$ cat src/rtl/alu_cmd_pkg.sv
// rtl/alu_cmd_pkg.sv - state encoding, legal ALU opcodes and error byte for alu_cmd_scheduler
package alu_cmd_pkg;

  localparam logic [2:0] ST_IDLE    = 3'd0;
  localparam logic [2:0] ST_GET_B   = 3'd1;
  localparam logic [2:0] ST_GET_OP  = 3'd2;
  localparam logic [2:0] ST_EXEC    = 3'd3;
  localparam logic [2:0] ST_SEND    = 3'd4;
  localparam logic [2:0] ST_WAIT_TX = 3'd5;

  localparam logic [5:0] OP_ADD = 6'b100000;
  localparam logic [5:0] OP_SUB = 6'b100010;
  localparam logic [5:0] OP_AND = 6'b100100;
  localparam logic [5:0] OP_OR  = 6'b100101;
  localparam logic [5:0] OP_XOR = 6'b100110;
  localparam logic [5:0] OP_NOR = 6'b100111;
  localparam logic [5:0] OP_SRA = 6'b000011;
  localparam logic [5:0] OP_SRL = 6'b000010;

  localparam logic [7:0] ERR_BYTE = 8'hEE;

  function automatic logic is_legal_op(input logic [5:0] op);
    case (op)
      OP_ADD, OP_SUB, OP_AND, OP_OR, OP_XOR, OP_NOR, OP_SRA, OP_SRL: return 1'b1;
      default: return 1'b0;
    endcase
  endfunction

endpackage

$ cat src/rtl/alu_cmd_timeout.sv
// rtl/alu_cmd_timeout.sv - loadable down-counter that flags an inter-byte timeout
module alu_cmd_timeout #(
  parameter int unsigned TIMEOUT_CYCLES = 1000000,
  parameter int unsigned NB_TIMEOUT     = 20
) (
  input  logic i_clock,
  input  logic i_reset,
  input  logic i_clear,
  input  logic i_enable,
  output logic o_expire
);

  localparam logic [NB_TIMEOUT-1:0] LOAD_VAL = NB_TIMEOUT'(TIMEOUT_CYCLES - 1);

  logic [NB_TIMEOUT-1:0] count_q, count_d;

  assign o_expire = i_enable && (count_q == '0);

  always_comb begin
    count_d = count_q;
    if (i_clear || o_expire) begin
      count_d = LOAD_VAL;
    end else if (i_enable) begin
      count_d = count_q - NB_TIMEOUT'(1);
    end
  end

  always_ff @(posedge i_clock or negedge i_reset) begin
    if (!i_reset) begin
      count_q <= '0;
    end else begin
      count_q <= count_d;
    end
  end

endmodule

$ cat src/rtl/alu_cmd_scheduler.sv
// rtl/alu_cmd_scheduler.sv - UART frame collector driving the ALU and one result transmission
// Optional inter-byte timeout built when ALU_CMD_TIMEOUT_EN is defined.
module alu_cmd_scheduler
  import alu_cmd_pkg::*;
#(
  parameter int unsigned NB_DATA        = 8,
  parameter int unsigned NB_OPCODE      = 6,
  parameter int unsigned TIMEOUT_CYCLES = 1000000,
  parameter int unsigned NB_TIMEOUT     = (TIMEOUT_CYCLES > 1) ? $clog2(TIMEOUT_CYCLES) : 1
) (
  input  logic                 i_clock,
  input  logic                 i_reset,
  input  logic [NB_DATA-1:0]   i_rx_data,
  input  logic                 i_rx_data_valid,
  input  logic [NB_DATA-1:0]   i_alu_result,
  input  logic                 i_tx_done,
  output logic [NB_DATA-1:0]   o_first_operator,
  output logic [NB_DATA-1:0]   o_second_operator,
  output logic [NB_OPCODE-1:0] o_opcode,
  output logic [NB_DATA-1:0]   o_tx_data,
  output logic                 o_tx_start,
  output logic                 o_busy,
  output logic                 o_err_opcode,
  output logic                 o_overrun,
  output logic                 o_timeout,
  output logic [2:0]           o_state
);

  logic [2:0]           state_q, state_d;
  logic [NB_DATA-1:0]   op_a_q, op_a_d, op_b_q, op_b_d, tx_data_q, tx_data_d;
  logic [NB_OPCODE-1:0] opcode_q, opcode_d;
  logic                 reject_q, reject_d;
  logic                 tx_start_q, tx_start_d;
  logic                 err_q, err_d, overrun_q, overrun_d, timeout_q, timeout_d;
  logic                 opcode_legal;
  logic                 timer_expire;

  assign opcode_legal = ((i_rx_data >> NB_OPCODE) == '0) &&
                        is_legal_op(6'(i_rx_data[NB_OPCODE-1:0]));

`ifdef ALU_CMD_TIMEOUT_EN
  logic timer_run;

  assign timer_run = (state_q == ST_GET_B) || (state_q == ST_GET_OP);

  alu_cmd_timeout #(
    .TIMEOUT_CYCLES (TIMEOUT_CYCLES),
    .NB_TIMEOUT     (NB_TIMEOUT)
  ) u_timeout (
    .i_clock  (i_clock),
    .i_reset  (i_reset),
    .i_clear  (!timer_run || i_rx_data_valid),
    .i_enable (timer_run && !i_rx_data_valid),
    .o_expire (timer_expire)
  );
`else
  assign timer_expire = 1'b0;
`endif

  always_comb begin
    state_d    = state_q;
    op_a_d     = op_a_q;
    op_b_d     = op_b_q;
    opcode_d   = opcode_q;
    tx_data_d  = tx_data_q;
    reject_d   = reject_q;
    tx_start_d = (state_q == ST_SEND);
    err_d      = 1'b0;
    overrun_d  = 1'b0;
    timeout_d  = 1'b0;
    case (state_q)
      ST_IDLE: if (i_rx_data_valid) begin
        op_a_d  = i_rx_data;
        state_d = ST_GET_B;
      end
      ST_GET_B: if (i_rx_data_valid) begin
        op_b_d  = i_rx_data;
        state_d = ST_GET_OP;
      end else if (timer_expire) begin
        state_d   = ST_IDLE;
        timeout_d = 1'b1;
      end
      ST_GET_OP: if (i_rx_data_valid) begin
        state_d = ST_EXEC;
        if (opcode_legal) begin
          opcode_d = i_rx_data[NB_OPCODE-1:0];
        end else begin
          reject_d = 1'b1;
          err_d    = 1'b1;
        end
      end else if (timer_expire) begin
        state_d   = ST_IDLE;
        timeout_d = 1'b1;
      end
      ST_EXEC: begin
        tx_data_d = reject_q ? NB_DATA'(ERR_BYTE) : i_alu_result;
        state_d   = ST_SEND;
      end
      ST_SEND: state_d = ST_WAIT_TX;
      ST_WAIT_TX: if (i_tx_done) begin
        reject_d = 1'b0;
        state_d  = ST_IDLE;
      end
      default: state_d = ST_IDLE;
    endcase
    // Bytes arriving after the opcode until the transmitter is free are lost.
    if (i_rx_data_valid && ((state_q == ST_EXEC) || (state_q == ST_SEND) ||
                            (state_q == ST_WAIT_TX))) begin
      overrun_d = 1'b1;
    end
  end

  always_ff @(posedge i_clock or negedge i_reset) begin
    if (!i_reset) begin
      state_q    <= ST_IDLE;
      op_a_q     <= '0;
      op_b_q     <= '0;
      opcode_q   <= '0;
      tx_data_q  <= '0;
      reject_q   <= 1'b0;
      tx_start_q <= 1'b0;
      err_q      <= 1'b0;
      overrun_q  <= 1'b0;
      timeout_q  <= 1'b0;
    end else begin
      state_q    <= state_d;
      op_a_q     <= op_a_d;
      op_b_q     <= op_b_d;
      opcode_q   <= opcode_d;
      tx_data_q  <= tx_data_d;
      reject_q   <= reject_d;
      tx_start_q <= tx_start_d;
      err_q      <= err_d;
      overrun_q  <= overrun_d;
      timeout_q  <= timeout_d;
    end
  end

  assign o_first_operator  = op_a_q;
  assign o_second_operator = op_b_q;
  assign o_opcode          = opcode_q;
  assign o_tx_data         = tx_data_q;
  assign o_tx_start        = tx_start_q;
  assign o_busy            = (state_q != ST_IDLE);
  assign o_err_opcode      = err_q;
  assign o_overrun         = overrun_q;
  assign o_timeout         = timeout_q;
  assign o_state           = state_q;

endmodule
$ cat config.mk
export PLATFORM = sky130hd
export DESIGN_NAME = alu_cmd_scheduler
export DESIGN_NICKNAME = d
export VERILOG_FILES = /design/src/rtl/alu_cmd_pkg.sv /design/src/rtl/alu_cmd_timeout.sv /design/src/rtl/alu_cmd_scheduler.sv
export SDC_FILE = /design/constraint.sdc
export NUM_CORES = 1
export LEC_CHECK = 0
export CORE_ASPECT_RATIO = 1.1
export CORE_MARGIN = 3
export CORE_UTILIZATION = 25
export CTS_CLUSTER_DIAMETER = 30
export DETAILED_ROUTE_END_ITERATION = 12
export DONT_BUFFER_PORTS = 1
export PLACE_DENSITY = 0.36
export SETUP_SLACK_MARGIN = 0.1
export SYNTH_ARGS = -nofsm -noshare
export SYNTH_HDL_FRONTEND = slang
export SYNTH_SLANG_ARGS = --single-unit
$ cat constraint.sdc
create_clock -name i_clock -period 1.6 [get_ports i_clock]
set_input_delay 0.16 -clock i_clock [delete_from_list [all_inputs] [get_ports i_clock]]
set_output_delay 0.16 -clock i_clock [all_outputs]
set_load 0.05 [all_outputs]
== Word-level counts from Yosys, hierarchy flattened ==
Index checks and enable logic that the tools add are counted.

* Flip-flop bits (word level): 37
* Input port bits: 20
* Output and inout bits: 38
* Word-level logic and storage cells: 56

* Eq/ne operators: 18
* Muxes and demuxes: 15
* Reduce and logical (&&, ||, !) cells: 14

{| class="wikitable"
|+ Operator list
! kind !! number
|-
| $eq A6 B6 Y1 const B || 6
|-
| $pmux W3 S6 || 1
|-
| $eq A6 B2 Y1 const B || 2
|-
| $mux W3 || 4
|-
| $ne A2 B2 Y1 const B || 5
|-
| $logic_not A8 Y1 || 1
|-
| $mux W1 || 8
|-
| $mux W8 || 1
|-
| $reduce_and A4 Y1 || 2
|-
| $reduce_or A8 Y1 || 1
|-
| $eq A3 B2 Y1 const B || 2
|-
| $eq A3 B3 Y1 const B || 2
|-
| $reduce_and A2 Y1 || 2
|-
| $eq A3 B1 Y1 const B || 1
|-
| $logic_not A3 Y1 || 1
|-
| $reduce_and A3 Y1 || 1
|-
| $reduce_bool A3 Y1 || 1
|-
| $logic_and A1 B1 Y1 || 2
|-
| $logic_or A1 B1 Y1 || 2
|-
| $pmux W1 S2 || 1
|-
| $reduce_bool A2 Y1 || 1
|}

== Depth between registers and ports, before layout ==
Gate-level depths: netlist (run 1).

* Depth in word-level cells: 7
* Depth in mapped cells: 5
* Depth with buffers taken out: 4

== Worst setup path after synthesis (run 1) ==
Ideal clock, no wire load.

* Path kind: register to register
* From: reg state_q[1], in the netlist o_state[1]
* To: reg opcode_q[0], in the netlist o_opcode[0]
* Library setup time: 125 ps
* Data arrival time: 1650 ps
* Data required time: 1475 ps
* Path slack: -175 ps
* Cell stages (with the launch flop): 5
* Path buffers: 1
* Clock period less this slack: 1775 ps
* Cells stage by stage: dfrtp_1 buf_2 nand2b_1 nor3_4 mux2_2

* Cells in the longest elaborated chain, start to end: 2

{| class="wikitable"
|+ RTL lines
! element !! RTL line !! RTL
|-
| start, declared || alu_cmd_scheduler.sv:29 || <nowiki>logic [2:0] state_q, state_d;</nowiki>
|-
| start signal, assigned || alu_cmd_scheduler.sv:126 || <nowiki>state_q <= state_d;</nowiki>
|-
| $eq A3 B2 Y1 || alu_cmd_scheduler.sv:71 || <nowiki>case (state_q)</nowiki>
|-
| $reduce_and A3 Y1 (no line) || n/a ||
|-
| end signal, assigned || alu_cmd_scheduler.sv:129 || <nowiki>opcode_q <= opcode_d;</nowiki>
|-
| end, declared || alu_cmd_scheduler.sv:31 || <nowiki>logic [NB_OPCODE-1:0] opcode_q, opcode_d;</nowiki>
|}

Every way passes these cells.
A chain may end at the register's enable or synchronous reset.

== Worst setup path in the final report (run 1) ==
* From: reg state_q[2], in the netlist o_state[2]
* To: out o_busy

* Cells in the longest elaborated chain, start to end: 1

{| class="wikitable"
|+ RTL lines
! element !! RTL line !! RTL
|-
| $reduce_bool A3 Y1 || alu_cmd_scheduler.sv:144 || <nowiki>assign o_busy = (state_q != ST_IDLE);</nowiki>
|-
| end, declared || alu_cmd_scheduler.sv:22 || <nowiki>output logic o_busy,</nowiki>
|}

Every way passes these cells.

==> flow_summary.ini, run 1 <==
[logic_synthesis]
synth-seq-cells = 37
post_synth.cell_area_avg_um2 = 13.1
synth_seq_area_share = 0.608
ys.warnings.count = 0
postSynthNetCount = 136
synth_cell_type_count = 29
synth_area_mm2 = 0.00152
post_synth_inst_count = 116

[final_layout]
finalNetCount = 151
area_delta_synth_final_pct = 25.6
layout-drive-gt1-share = 0.348
fin_area_mm2 = 0.00191
fin_util = 0.327
ant_diodes = 0

[global_routing]
grt_first_pass_wirelength_um = 5130
grt_pass1_vias = 936
grt_start_max_net_pins = 38
antenna_found_initial = 0
grt.total_usage = 0.0972
globalRouteOverflowTotal = 0

[route]
wire_length_per_cell_after_detailed_routing_um = 15.6
wirelength_um = 3260
route.detailed.drc = 0
routed-via-count = 899
routed_via_density = 4.30
drt.antenna.violating_nets = 0
dr.pass1.iters = 4
drt_first_iter_violations = 29

[job]
cap_viol_max_count = 0

[cts]
clkSinkCount = 37
worst_skew_pair.late_latency_ps = 280
cts_buffer_depth = 2
tritoncts = yes
root_buffer = sky130_fd_sc_hd__clkbuf_8
htreeDepth = 2
worst_setup_hold_path_clk_slew_ps = 70
total_cts_buffers = 5

[sta]
unrepaired_setup_endpoints_after_global_routing = true
worst_clock_skew_ps = 5.45
finalCriticalPeriod_ps = 1460
setup_viol_count_final = 0
achievable-frequency_mhz = 685
finalHoldViolCount = 0
slew_violations = 0
layout_setup_ws_ps = 139
timing.final.crit_share = 0.913

[critical_path]
biggest_fanout_along_the_worst_timing_path = 9
timing.critical_path.arrival_ps = 1300
critical_path_required_ps = 1440
cp-end-kind = primary output
startpoint_types = flop
timing_worst_setup_path_type = reg -> out

[floorplanning]
design.portCount = 58
coreArea_mm2 = 0.00584
chipWidth_um = 80.4
initial_standard_cell_utilization_of_the_core = 0.261
row_count = 29
dieHeight_um = 87.9
design.die.area_mm2 = 0.00706

[placement]
number_of_buffer_cells_added_on_primary_ports = 0
placed_area_mm2 = 0.00169
finalWeightedCongestion = 0.693
pre_cts_slack_ps = -9.91
hpwl_um = 2370

[outcome]
outcome = finished clean

[hold_path]
timing.hold.worst.class = in -> reg
[layout by cell type (no fill, tap or decap), drive strengths merged, types with 2 or more instances in the layout]
cell          n
a21o          2
a21oi         2
and2b         2
buf          10
bufinv        2
clkbuf        5
dfrtp        37
dlygate4sd3   4
mux2         20
nand2         8
nand2b        4
nand3b        3
nor2          6
nor3          2
nor3b         4
o21ai        10
[registers in the layout (all words and copies together) (netlist names)]
register,flops
o_opcode,6
o_tx_data,8
o_tx_start,1
o_overrun,1
o_second_operator,8
reject_q,1
o_err_opcode,1
o_first_operator,8
o_state,3
[synthesized netlist by cell type, drive strengths merged]
master | number | area share
nand2 | 8 | 0.020
nor2b | 1 | 0.0041
nor4 | 1 | 0.0041
and2 | 1 | 0.0041
or3 | 1 | 0.0041
conb | 1 | 0.0025
nand3b | 3 | 0.015
nor3 | 2 | 0.021
a21o | 2 | 0.0099
o211ai | 1 | 0.0049
nand4b | 1 | 0.0058
nor3b | 4 | 0.027
mux2 | 20 | 0.15
dfrtp | 37 | 0.61
nor2 | 6 | 0.015
and2b | 2 | 0.0099
or2b | 1 | 0.0049
a21boi | 1 | 0.0049
a21oi | 2 | 0.0066
buf | 5 | 0.021
clkbuf | 1 | 0.0025
inv | 1 | 0.0025
o21ai | 10 | 0.033
nand2b | 4 | 0.021
[metrics by stage]
| step | setup TNS, ps | instances | hold WS, ps |
|---|---|---|---|
| after floorplan | -869 | 116 | -136 |
| after global placement | 0 | 195 | -134 |
| after detailed placement | -16.4 | 195 | -134 |
| after CTS | 0 | 205 | 2.49 |
| after global routing | 0 | 209 | 2.23 |
| final | 0 | 209 | 20.6 |
[critical path: stages, from the launching register on]
cell	delay [ps]
sky130_fd_sc_hd__dfrtp_2	420
sky130_fd_sc_hd__buf_8	160
sky130_fd_sc_hd__or3_4	430
[layer usage]
metal,vias up,global-route usage,share of wire
li1,424,-,-
met1,435,0.122,0.43
met2,36,0.145,0.47
met3,4,0.0504,0.086
met4,0,0.0323,0.012
met5,-,0,0
[logic make-up after synthesis]
group	Yosys count	synth area share
buf+inv	7	0.0263
simple gates	35	0.156
flops	37	0.608
mux	20	0.148
compound gates	16	0.0592
other cells	1	0.00246
[path summary, 6_finish.rpt]
check / from / to / slack [ps] / cells after the start
worst max register to register: o_state[2]$_DFFE_PN0P_ / o_second_operator[7]$_DFFE_PN0P_ / 160 / 4
max in group asynchronous: i_reset / o_state[0]$_DFFE_PN0P_ / 1070 / 2
worst min register to register: o_second_operator[5]$_DFFE_PN0P_ / o_second_operator[5]$_DFFE_PN0P_ / 510 / 1
min in group asynchronous: i_reset / o_first_operator[0]$_DFFE_PN0P_ / 330 / 2
worst min-delay path: i_rx_data_valid / o_overrun$_DFF_PN0_ / 20 / 1
worst max-delay path: o_state[2]$_DFFE_PN0P_ / o_busy / 140 / 2
[area by class of cell]
type                            count  area (um^2)
Fill cell                         593         3930
Timing Repair Buffer               14          164
Clock buffer                        5         68.8
Inverter                            1         3.75
Multi-Input combinational cell     72          584
Sequential cell                    37          930
Clock inverter                      3         65.1
Tap cell                           77         96.3
[what timing repair did]
| item | CTS | global route |
|---|---|---|
| buffers inserted | 0 | 1 |
| setup endpoints to repair | 1 | 4 |
| resized for setup | 1 | 3 |
| hold buffers | 2 | 3 |
| pin swaps | 0 | 1 |
| hold endpoints to repair | 37 | 4 |
Power of run 1 is not shown: default switching activity piles up to over one toggle a cycle in this logic, so the estimate is an artifact.
==> run 2: changes to the inputs <==
==> constraint.sdc (replaced) <==
create_clock -name i_clock -period 1.72 [get_ports i_clock]
set_input_delay 0.172 -clock i_clock [delete_from_list [all_inputs] [get_ports i_clock]]
set_output_delay 0.172 -clock i_clock [all_outputs]
set_load 0.05 [all_outputs]
==> flow_summary.ini, run 2 (synthesis results as in run 1) <==
[critical_path]
slowest_stage = sky130_fd_sc_hd__or3_4
biggest_fanout_along_the_worst_timing_path = 9
critical_path_required_ps = 1550
startpoint_types = flop
timing.critical_path.cells = buf_4 -> or3_4
timing.critical_path.arrival_ps = 1380
regToRegEndpoint = o_first_operator[6]$_DFFE_PN0P_
worstReg2RegStart = o_state[2]$_DFFE_PN0P_
worst-path-stages = 2
ff2ff_setup_slack_ps = 240
cp-end-kind = primary output
slowest_delay_ps = 490
timing.critical_path.max_delay_family = simple AND/OR/NAND/NOR gates
critical_path_buffer_and_inverter_count = 1
reg2regPathDepth = 3
timing_worst_setup_path_type = reg -> out
worst_setup_path_startpoint = o_state[0]$_DFFE_PN0P_
endpoint = o_busy

[global_routing]
globalRouteOverflowTotal = 0
antenna_found_initial = 0
grt_first_pass_wirelength_um = 5220
grt.total_usage = 0.0995
grt_pass1_vias = 956
grt_start_max_net_pins = 38

[floorplanning]
design.portCount = 58
row_count = 29
initial_standard_cell_utilization_of_the_core = 0.261
coreArea_mm2 = 0.00584
dieHeight_um = 87.9
chipWidth_um = 80.4
design.die.area_mm2 = 0.00706

[route]
routed_via_density = 4.32
route.detailed.drc = 0
wirelength_um = 3270
wire_length_per_cell_after_detailed_routing_um = 16.1
routed-via-count = 876
drt.antenna.violating_nets = 0
dr.pass1.iters = 4
drt_first_iter_violations = 9

[final_layout]
mostFrequentLayoutCell = sky130_fd_sc_hd__dfrtp_1
fillerInstances = 605
finalNetCount = 145
ant_diodes = 0
layout-drive-gt1-share = 0.333
layout.area.seq_um2 = 930
layout.cells.most_common_list = sky130_fd_sc_hd__dfrtp_1, sky130_fd_sc_hd__mux2_2, sky130_fd_sc_hd__o21ai_0
multi_input_comb_area_um2 = 562
area_delta_synth_final_pct = 16.5

[cts]
cts.repair_timing.setup_buffer_count = 0
root_buffer = sky130_fd_sc_hd__clkbuf_8
cts_buffer_depth = 2
worst_skew_pair.late_latency_ps = 280
total_cts_buffers = 5
htreeDepth = 2
clkSinkCount = 37
tritoncts = yes
worst_setup_hold_path_clk_slew_ps = 80

[sta]
tns_ps = 0
finalCriticalPeriod_ps = 1560
timing.final.crit_share = 0.904
unrepaired_setup_endpoints_after_global_routing = false
slew_violations = 0
achievable-frequency_mhz = 643
finalHoldViolCount = 0
worst_clock_skew_ps = 9.61
setup_viol_count_final = 0

[outcome]
outcome = finished clean

[placement]
finalWeightedCongestion = 0.650
number_of_buffer_cells_added_on_primary_ports = 0
hpwl_um = 2370

[job]
cap_viol_max_count = 0

[hold_path]
timing.hold.worst.class = in -> reg
## run 2: changes by cell type in the layout (fill, tap and decap cells not counted), sizes merged
cell	before	now
buf	10	7
bufinv	2	1
clkbuf	5	6
dlygate4sd3	4	1
## run 2: cell type report
type	count	area share
sequential	37	0.524
multi-input combinational	72	0.317
tap	77	0.0543
timing repair buffer	8	0.0423
clock buffer	6	0.0409
clock inverter	2	0.0197
inverter	1	0.00212
## run 2: worst min path at each step
| stage | cells after the start | end | from | slack, ps |
|---|---|---|---|---|
| 2_1_floorplan | 0 | o_err_opcode$_DFF_PN0_ | i_reset | -120 |
| 3_3_place_gp | 0 | o_tx_data[6]$_DFFE_PN0N_ | i_reset | -120 |
| 3_5_place_dp | 0 | o_tx_data[7]$_DFFE_PN0N_ | i_reset | -120 |
| 4_1_cts | 1 | o_opcode[2]$_DFFE_PN0P_ | i_rx_data[2] | 20 |
| 5_1_grt | 1 | o_opcode[5]$_DFFE_PN0P_ | i_rx_data[5] | 20 |
| 6_report | 1 | o_opcode[2]$_DFFE_PN0P_ | i_rx_data[2] | 30 |
## run 2: timing repair
action / in CTS / in global routing
hold endpoints to repair: 37 / 0
resized for setup: 1 / 0
endpoints found under the setup margin: 1 / 0
hold buffers: 2 / 0
## run 2: routing by layer
metal | track usage | share of wire | vias to the layer above | wire length (um)
met1 | 0.121 | 0.42 | 416 | 1370
met4 | 0.0461 | 0.014 | 0 | 46
met3 | 0.0463 | 0.11 | 5 | 365
met5 | 0 | 0 | - | 0
li1 | - | - | 412 | -
met2 | 0.151 | 0.45 | 43 | 1480
## run 2: metrics by stage
stage          hold slack [ps]  instances  utilization  cell area (um^2)  worst slack, ps
2_1_floorplan             -124        116            -              1530             53.0
3_3_place_gp              -123        193        0.279              1630              172
3_5_place_dp              -123        193        0.279              1630              151
4_1_cts                   22.5        203        0.304              1770              153
5_1_grt                   17.5        203        0.304              1770              129
6_report                  31.9        203        0.304              1770              165
## run 2: worst register-to-register path, delay by kind of cell, from the launching register on
family / cells / cell delay [ps]
flops: 1 / 410
mux: 1 / 400
simple gates: 2 / 570
Power of run 2 is left out for the same reason.
==> run 3: changes to the inputs <==
--- a/config.mk
+++ b/config.mk
@@ -5,13 +5,14 @@
 export SDC_FILE = /design/constraint.sdc
 export NUM_CORES = 1
 export LEC_CHECK = 0
+export CAP_MARGIN = 20
 export CORE_ASPECT_RATIO = 1.1
 export CORE_MARGIN = 3
-export CORE_UTILIZATION = 25
+export CORE_UTILIZATION = 60
 export CTS_CLUSTER_DIAMETER = 30
 export DETAILED_ROUTE_END_ITERATION = 12
 export DONT_BUFFER_PORTS = 1
-export PLACE_DENSITY = 0.36
+export PLACE_DENSITY = 0.74
 export SETUP_SLACK_MARGIN = 0.1
 export SYNTH_ARGS = -nofsm -noshare
 export SYNTH_HDL_FRONTEND = slang
==> flow_summary.ini, run 3 (synthesis results as in run 1) <==
[outcome]
outcome = finished clean

[critical_path]
timing.critical_path.max_delay_family = simple AND/OR/NAND/NOR gates
slowest_delay_ps = 440
worstReg2RegStart = o_state[0]$_DFFE_PN0P_
cp-end-kind = primary output
biggest_fanout_along_the_worst_timing_path = 9
ff2ff_setup_slack_ps = 180
timing_worst_setup_path_type = reg -> out
critical_path_buffer_and_inverter_count = 1
critical_path_required_ps = 1550
reg2regPathDepth = 3
regToRegEndpoint = o_opcode[5]$_DFFE_PN0P_
timing.critical_path.cells = buf_4 -> or3_4
slowest_stage = sky130_fd_sc_hd__or3_4
startpoint_types = flop
timing.critical_path.arrival_ps = 1410

[global_routing]
grt_first_pass_wirelength_um = 4790
globalRouteOverflowTotal = 0
grt_pass1_vias = 1047
grt_start_max_net_pins = 38
grt.total_usage = 0.219
antenna_found_initial = 0

[route]
dr.pass1.iters = 4
routed-via-count = 977
wire_length_per_cell_after_detailed_routing_um = 18.1
routed_via_density = 5.75
drt_first_iter_violations = 15
wirelength_um = 3090
drt.antenna.violating_nets = 0
route.detailed.drc = 0

[floorplanning]
dieHeight_um = 58.8
design.die.area_mm2 = 0.00318
row_count = 18
chipWidth_um = 54.0
initial_standard_cell_utilization_of_the_core = 0.656
coreArea_mm2 = 0.00232
design.portCount = 58

[sta]
maxSlewHeadroom = 0.664
tns_ps = 0
finalCriticalPeriod_ps = 1580
achievable-frequency_mhz = 631
worst_pin_slew_ps = 504
slew_violations = 0
unrepaired_setup_endpoints_after_global_routing = true
setup_viol_count_final = 0
timing.final.crit_share = 0.921
finalHoldViolCount = 0
worst_clock_skew_ps = 6.47

[cts]
cts_buffer_depth = 2
worst_skew_pair.late_latency_ps = 340
worst_setup_hold_path_clk_slew_ps = 100
total_cts_buffers = 5
root_buffer = sky130_fd_sc_hd__clkbuf_4
clkSinkCount = 37
htreeDepth = 2
tritoncts = yes

[final_layout]
finalNetCount = 159
layout.cells.most_common_list = sky130_fd_sc_hd__dfrtp_1, sky130_fd_sc_hd__mux2_2, sky130_fd_sc_hd__dlygate4sd3_1
ant_diodes = 0
area_delta_synth_final_pct = 18.6
mostFrequentLayoutCell = sky130_fd_sc_hd__dfrtp_1
layout-drive-gt1-share = 0.300

[hold_path]
timing.hold.worst.class = in -> reg
worstHoldPathCells = 2
min_to = o_tx_data[2]$_DFFE_PN0N_
min-delay-start = i_alu_result[2]

[placement]
finalWeightedCongestion = 0.761
number_of_buffer_cells_added_on_primary_ports = 0
hpwl_um = 2010

[job]
cap_viol_max_count = 0
## run 3: changes by cell type in the layout (fill, tap and decap cells not counted)
cell	delta
sky130_fd_sc_hd__dlygate4sd3_1	+15
sky130_fd_sc_hd__clkbuf_4	+5
sky130_fd_sc_hd__clkbuf_8	-5
sky130_fd_sc_hd__buf_4	-1
sky130_fd_sc_hd__bufinv_16	-1
sky130_fd_sc_hd__clkbuf_1	-1
sky130_fd_sc_hd__clkinv_2	+1
sky130_fd_sc_hd__clkinvlp_4	+1
## run 3: worst reg2reg max path: cells and delay by family, from the launching register on
kind             cells  cell delay [ps]
DFF                  1              490
muxes                1              380
and+or+nand+nor      2              570
## run 3: final cells by class
type                            count  area, um^2
Clock buffer                        5        37.5
Sequential cell                    37         930
Inverter                            1        3.75
Timing Repair Buffer               22         218
Tap cell                           30        37.5
Clock inverter                      3        17.5
Fill cell                         129         514
Multi-Input combinational cell     72         562
## run 3: worst max-delay path by stage
| stage | from | end | slack (ps) | cells after the start |
|---|---|---|---|---|
| after floorplan | o_state[2]$_DFFE_PN0P_ | o_second_operator[0]$_DFFE_PN0P_ | 50 | 4 |
| after global placement | i_rx_data[7] | o_opcode[2]$_DFFE_PN0P_ | 200 | 4 |
| after detailed placement | o_state[0]$_DFFE_PN0P_ | o_opcode[5]$_DFFE_PN0P_ | 200 | 3 |
| after CTS | o_state[2]$_DFFE_PN0P_ | o_busy | 120 | 2 |
| after global routing | o_state[2]$_DFFE_PN0P_ | o_busy | 100 | 2 |
| final | o_state[2]$_DFFE_PN0P_ | o_busy | 140 | 2 |
## run 3: through the flow
| step | hold slack [ps] | util | worst slack, ps | instances | cell area, um^2 |
|---|---|---|---|---|---|
| after floorplan | -124 | - | 53.0 | 116 | 1530 |
| after CTS | 16.7 | 0.775 | 122 | 169 | 1800 |
| after global placement | -123 | 0.672 | 200 | 144 | 1560 |
| final | 15.8 | 0.778 | 135 | 170 | 1810 |
| after global routing | 14.2 | 0.778 | 98.9 | 170 | 1810 |
| after detailed placement | -123 | 0.672 | 199 | 144 | 1560 |
## run 3: what timing repair did
item	4_1_cts	5_1_grt
setup endpoints to repair	1	10
hold buffers	17	0
gates resized for setup	1	0
cloned	0	0
endpoints found under the hold margin	65	0
setup buffers	0	1
## run 3: layer usage
layer / track usage / wire length, um / up-vias
met4: 0.149 / 93 / 0
met2: 0.322 / 1490 / 46
met3: 0.104 / 345 / 13
met1: 0.247 / 1160 / 472
met5: 0 / 0 / -
li1: - / - / 446
Power of run 3 is left out for the same reason.
